==> src/rtl/data_cache.sv <==
// data_cache -- direct-mapped, write-through, no-allocate data cache with an
// internal backing store of 2^NBITS bytes and a fixed MEMLAT-cycle access.
//
// Ports
//   clock      in   single clock, all state on the rising edge
//   reset      in   asynchronous active-high reset (backing store untouched)
//   Address    in   byte address; low log2(NLINES) bits index, rest is tag
//   WriteData  in   store data
//   MemRead    in   load request, held with Address while busy
//   MemWrite   in   store request, held with Address/WriteData while busy;
//                   wins over MemRead when both are set
//   ReadData   out  line data on a hit, otherwise 0
//   busy       out  stall; requester must not advance while set
//   hit        out  combinational tag match on the addressed line
module data_cache #(
    parameter int NBITS  = 8,
    parameter int NLINES = 8,
    parameter int MEMLAT = 3
) (
    input  logic             clock,
    input  logic             reset,
    input  logic [NBITS-1:0] Address,
    input  logic [NBITS-1:0] WriteData,
    input  logic             MemRead,
    input  logic             MemWrite,
    output logic [NBITS-1:0] ReadData,
    output logic             busy,
    output logic             hit
);

    localparam int IDXW  = $clog2(NLINES);
    localparam int TAGW  = NBITS - IDXW;
    localparam int CNTW  = $clog2(MEMLAT) + 1;
    localparam int MEMSZ = 1 << NBITS;
    localparam logic [CNTW-1:0] CNT_INIT = CNTW'(MEMLAT - 1);

    typedef enum logic [1:0] {IDLE, FILL, WRITE, DONE} state_t;

    state_t            state_q, state_d;
    logic [CNTW-1:0]   cnt_q, cnt_d;
    logic [NBITS-1:0]  addr_q, addr_d;
    logic [NBITS-1:0]  wdata_q, wdata_d;

    logic [NLINES-1:0]            valid_q;
    logic [NLINES-1:0][TAGW-1:0]  tag_q;
    logic [NLINES-1:0][NBITS-1:0] data_q;

    // Backing store: zero at power-up, deliberately outside the reset domain.
    logic [NBITS-1:0] mem_q [MEMSZ] = '{default: '0};

    logic             fill_commit;
    logic             wr_commit;

    logic [IDXW-1:0]  idx;
    logic [TAGW-1:0]  tag;
    logic [IDXW-1:0]  wr_idx;
    logic [TAGW-1:0]  wr_tag;

    assign idx    = Address[IDXW-1:0];
    assign tag    = Address[NBITS-1:IDXW];
    assign wr_idx = addr_q[IDXW-1:0];
    assign wr_tag = addr_q[NBITS-1:IDXW];

    assign hit      = valid_q[idx] && (tag_q[idx] == tag);
    assign ReadData = hit ? data_q[idx] : '0;

    // Next-state / outputs
    always_comb begin
        state_d     = state_q;
        cnt_d       = cnt_q;
        addr_d      = addr_q;
        wdata_d     = wdata_q;
        busy        = 1'b0;
        fill_commit = 1'b0;
        wr_commit   = 1'b0;
        case (state_q)
            IDLE: begin
                if (MemWrite) begin
                    busy    = 1'b1;
                    state_d = WRITE;
                    cnt_d   = CNT_INIT;
                    addr_d  = Address;
                    wdata_d = WriteData;
                end else if (MemRead && !hit) begin
                    busy    = 1'b1;
                    state_d = FILL;
                    cnt_d   = CNT_INIT;
                end
            end
            FILL: begin
                busy = 1'b1;
                if (cnt_q == '0) begin
                    // Address is held by the requester, so the fill reads it live.
                    fill_commit = 1'b1;
                    state_d     = IDLE;
                end else begin
                    cnt_d = cnt_q - 1'b1;
                end
            end
            WRITE: begin
                busy = 1'b1;
                if (cnt_q == '0) begin
                    wr_commit = 1'b1;
                    state_d   = DONE;
                end else begin
                    cnt_d = cnt_q - 1'b1;
                end
            end
            DONE: begin
                // Request still held here was the one just serviced: ignore it.
                state_d = IDLE;
            end
            default: state_d = IDLE;
        endcase
    end

    always_ff @(posedge clock or posedge reset) begin
        if (reset) begin
            state_q <= IDLE;
            cnt_q   <= '0;
            addr_q  <= '0;
            wdata_q <= '0;
        end else begin
            state_q <= state_d;
            cnt_q   <= cnt_d;
            addr_q  <= addr_d;
            wdata_q <= wdata_d;
        end
    end

    // Cache lines: fill overwrites unconditionally; a store only refreshes
    // a line already holding that address (no allocate on write).
    always_ff @(posedge clock or posedge reset) begin
        if (reset) begin
            valid_q <= '0;
            tag_q   <= '0;
            data_q  <= '0;
        end else if (fill_commit) begin
            valid_q[idx] <= 1'b1;
            tag_q[idx]   <= tag;
            data_q[idx]  <= mem_q[Address];
        end else if (wr_commit && valid_q[wr_idx] && (tag_q[wr_idx] == wr_tag)) begin
            data_q[wr_idx] <= wdata_q;
        end
    end

    // Reset forces IDLE, so an aborted store never reaches this write.
    always_ff @(posedge clock) begin
        if (wr_commit) begin
            mem_q[addr_q] <= wdata_q;
        end
    end

endmodule

==> config.mk <==
export PLATFORM = sky130hd
export DESIGN_NAME = data_cache
export DESIGN_NICKNAME = d
export VERILOG_FILES = /design/src/rtl/data_cache.sv
export SDC_FILE = /design/constraint.sdc
export NUM_CORES = 2
export LEC_CHECK = 0
export CAP_MARGIN = 15
export CORE_AREA = 8 8 407 409
export DETAILED_ROUTE_END_ITERATION = 8
export DIE_AREA = 0 0 415 417
export PLACE_DENSITY = 0.7
export SYNTH_ARGS = -nofsm -noshare
export SYNTH_HDL_FRONTEND = slang
export SYNTH_SLANG_ARGS = --single-unit
export TNS_END_PERCENT = 10
==> constraint.sdc <==
create_clock -name clock -period 7.7 [get_ports clock]
set_clock_uncertainty 0.15 [all_clocks]
set_input_delay 1.155 -clock clock [delete_from_list [all_inputs] [get_ports clock]]
set_output_delay 1.155 -clock clock [all_outputs]
set_load 0.01 [all_outputs]
==> out/metrics.cfg <==
[setup_path]
cp-end-kind = output pin
crit_buf_inv = 2
crit_cells = 10
cpMostUsedCell = a21oi_1
startpoint_type = input pin
reg2reg_to = data_q[31]$_DFFE_PP0P_
regToRegSetupSlack_ns = 2.94
crit_end = busy
crit_fanout = 35
worstPathCellList = buf_8, mux4_2, mux2i_1, xnor2_1, nor4_1, nand2_1, a21oi_1, nand2b_1, a21oi_1, clkdlybuf4s50_1
cp_top_family = simple AND/OR/NAND/NOR gates
crit_path_max_incr_delay_ns = 0.62
crit_slowest_cell = nor4_1
reg2reg_depth = 8
crit_type = input pin to output pin
cp-startpoint = Address[0]
critPathArrivalTime_ns = 4.48
crit_required_ns = 6.39
timing.rr.start = addr_q[0]$_DFFE_PP0P_

[grt]
grt_use_total_pct = 26.5
grt_pass1_vias = 45400
antenna_found_initial = 11
grt_pass1_wl_um = 334000
grt_max_degree = 209
grt.overflow.total = 0

[clocking]
numClockSinks = 2181
cts_hold_buf = 0
ctsRootBufferMaster = clkbuf_16
clk-insertion-delay-late_ns = 0.86
post_cts_buffers = 0
clk_path_buf_depth = 3
numCtsBuffers = 207
cts_tree = built
cts_resized = 0
clk_pin_slew_worst_paths_ns = 0.06
htreeDepth = 4

[detailed_routing]
drt_iter0_markers = 7122
drt_wl_total_um = 233000
wire_per_inst_um = 33.7
vias = 46700
first_pass_iters = 8
post-route-drc-count = 0
viasPerCell = 6.76
ant_nets = 0

[synth]
ys.flop_type = edfxtp_1
synth_seq_cells = 2181
yosysTopAreaCell = edfxtp_1
yosys-top-cells-area = edfxtp_1 71%, mux4_2 12%, dfrtp_1 3.8%
yosys-top-cells-count = 2048 x edfxtp_1, 454 x mux4_2, 328 x nor2_1
ys_warn_count = 0
synth_top_area_share_pct = 70.6
synth.avg_cell_area_um2 = 18.8
synth_nets = 4660
synth_seq_area_share_pct = 74.4
synthesis.area_um2 = 87100
synth_edf_count = 2048
syn_inst = 4633
synthArstFlopShare_pct = 6.10
synthMostInstantiatedCell = edfxtp_1
yosysUniqueCellTypes = 75

[power]
swShare_pct = 26.6
combinationalPowerShare_pct = 11.9
p_switching_mw = 7.77
p_int_mw = 21.4
leakagePower_nw = 30.6
ir_worst_vdd_v = 0.000604
power_density_nw_per_um2 = 303
clockPowerShare_pct = 34.4
power_frac_seq_pct = 53.7
totalPowerFinal_mw = 29.2

[floorplanning]
initial_core_util_pct = 54.7
die_w_um = 415
row_count = 147
io_pins = 30
die_h_um = 417
coreArea_um2 = 159000
dieArea_um2 = 173000

[sta]
worst_pin_slew_ns = 1.38
rsz0062_at_grt = false
setup_viol = 0
max_freq_ghz = 0.173
hold_viol_final = 0
fin_crit_sh_pct = 75.2
period_minus_slack_ns = 5.79
slew_viol_final = 0
setup_tns_ns = 0
hold_slack_ns = 0.346
maxSlewHeadroom_pct = 8.29

[finish]
utilization_pct = 60.3
area_growth_pct = 10.4
drive_above_1_share_pct = 19.6
nets = 4675

[flow_run]
drv_cap = 0

[place]
routabilityCongestion = 0.861
io_buffers = 29
hpwl_um = 137000

[hold_path]
holdCritPathClass = flop to flop

[status]
status = finished, final reports clean

[worst register-to-register path, cell delays in order, from the launching register on]
cell and delay [ns]:
dfrtp_1 1.02, mux4_2 0.63, mux2i_1 0.22, xnor2_1 0.14
nor2_1 0.13, nand4b_1 0.69, nor4_4 1.11, nor2_1 0.22
a221o_1 0.35
[worst min-delay path by stage]
stage | startpoint | endpoint | slack, ns | cells after the start
floorplan | valid_q[6]$_DFFE_PP0P_ | valid_q[6]$_DFFE_PP0P_ | 0.30 | 1
global placement | valid_q[6]$_DFFE_PP0P_ | valid_q[6]$_DFFE_PP0P_ | 0.32 | 1
detailed placement | valid_q[2]$_DFFE_PP0P_ | valid_q[2]$_DFFE_PP0P_ | 0.32 | 1
CTS | valid_q[2]$_DFFE_PP0P_ | valid_q[2]$_DFFE_PP0P_ | 0.34 | 1
global route | valid_q[7]$_DFFE_PP0P_ | valid_q[7]$_DFFE_PP0P_ | 0.35 | 1
finish | valid_q[4]$_DFFE_PP0P_ | valid_q[4]$_DFFE_PP0P_ | 0.35 | 1
[power groups by stage]
stage / clock (mW) / combinational (mW) / sequential (mW)
final: 10.0 / 3.48 / 15.7
after global routing: 10.5 / 3.67 / 15.7
after CTS: 10.1 / 3.45 / 15.6
after detailed placement: 0 / 3.45 / 15.9
after global placement: 0 / 3.33 / 15.8
after floorplan: 0 / 1.53 / 16.4
[area by class of cell]
type	instances	area [um2]
repair buffers	121	1180
diodes	3	7.51
fillers	11200	63200
well taps	2086	2610
clock inverters	121	1150
inverters	15	66.3
flip-flops and latches	2181	64900
clock buffers	266	5470
multi-input cells	2122	20800
[layer usage]
layer | vias to the layer above | GRT usage (%) | part of all wire, %
met2 | 3033 | 40.2 | 46
met4 | 8 | 10.2 | 4.2
met1 | 24300 | 37.3 | 38
met5 | - | 0.639 | 0.084
met3 | 538 | 7.01 | 12
li1 | 18800 | - | -
[flip-flops by register name, summed over array words and instances, names as in the netlist]
name	cells
addr_q	8
cnt_q	3
data_q	64
mem_q	2048
state_q	2
tag_q	40
valid_q	8
wdata_q	8
[placed cells by master, fill, tap and decap left out, drive strengths merged, types with 6 or more instances in the layout]
master	n
a2111oi	6
a211oi	12
a21oi	54
a221o	15
a221oi	95
a22o	7
a22oi	42
a311oi	8
a31oi	24
a32oi	6
and2	65
and3	16
buf	99
bufinv	17
clkbuf	267
clkdlybuf4s50	21
clkinv	92
dfrtp	133
edfxtp	2048
ha	7
inv	23
mux2	60
mux2i	190
mux4	456
nand2	305
nand2b	19
nand3	68
nand3b	9
nand4	12
nor2	328
nor2b	17
nor3	12
nor4	12
o211ai	15
o21ai	138
o221ai	26
o22ai	17
o2bb2ai	11
o311ai	9
xnor2	7
[stage by stage]
stage          cell area, um2  setup WS, ns  cells
4_1_cts                 96100          1.97   6911
2_1_floorplan           87100          2.84   4633
3_5_place_dp            89500          1.85   6524
3_3_place_gp            89500          1.90   6524
6_report                96100          1.91   6915
5_1_grt                 96100          1.74   6912
[cells by family (layout without fill, tap and decap cells)]
logic type,after synthesis,count (layout),share of synthesized area (%)
flops,2181,2181,74.4
mux,706,706,14.8
other cells,0,3,0
compound gates,525,525,4.29
fa+ha+maj,7,7,0.101
simple gates,876,876,4.54
xor+xnor,8,8,0.0805
buf+inv,330,523,1.79
Power figures use the tool's default switching activity.
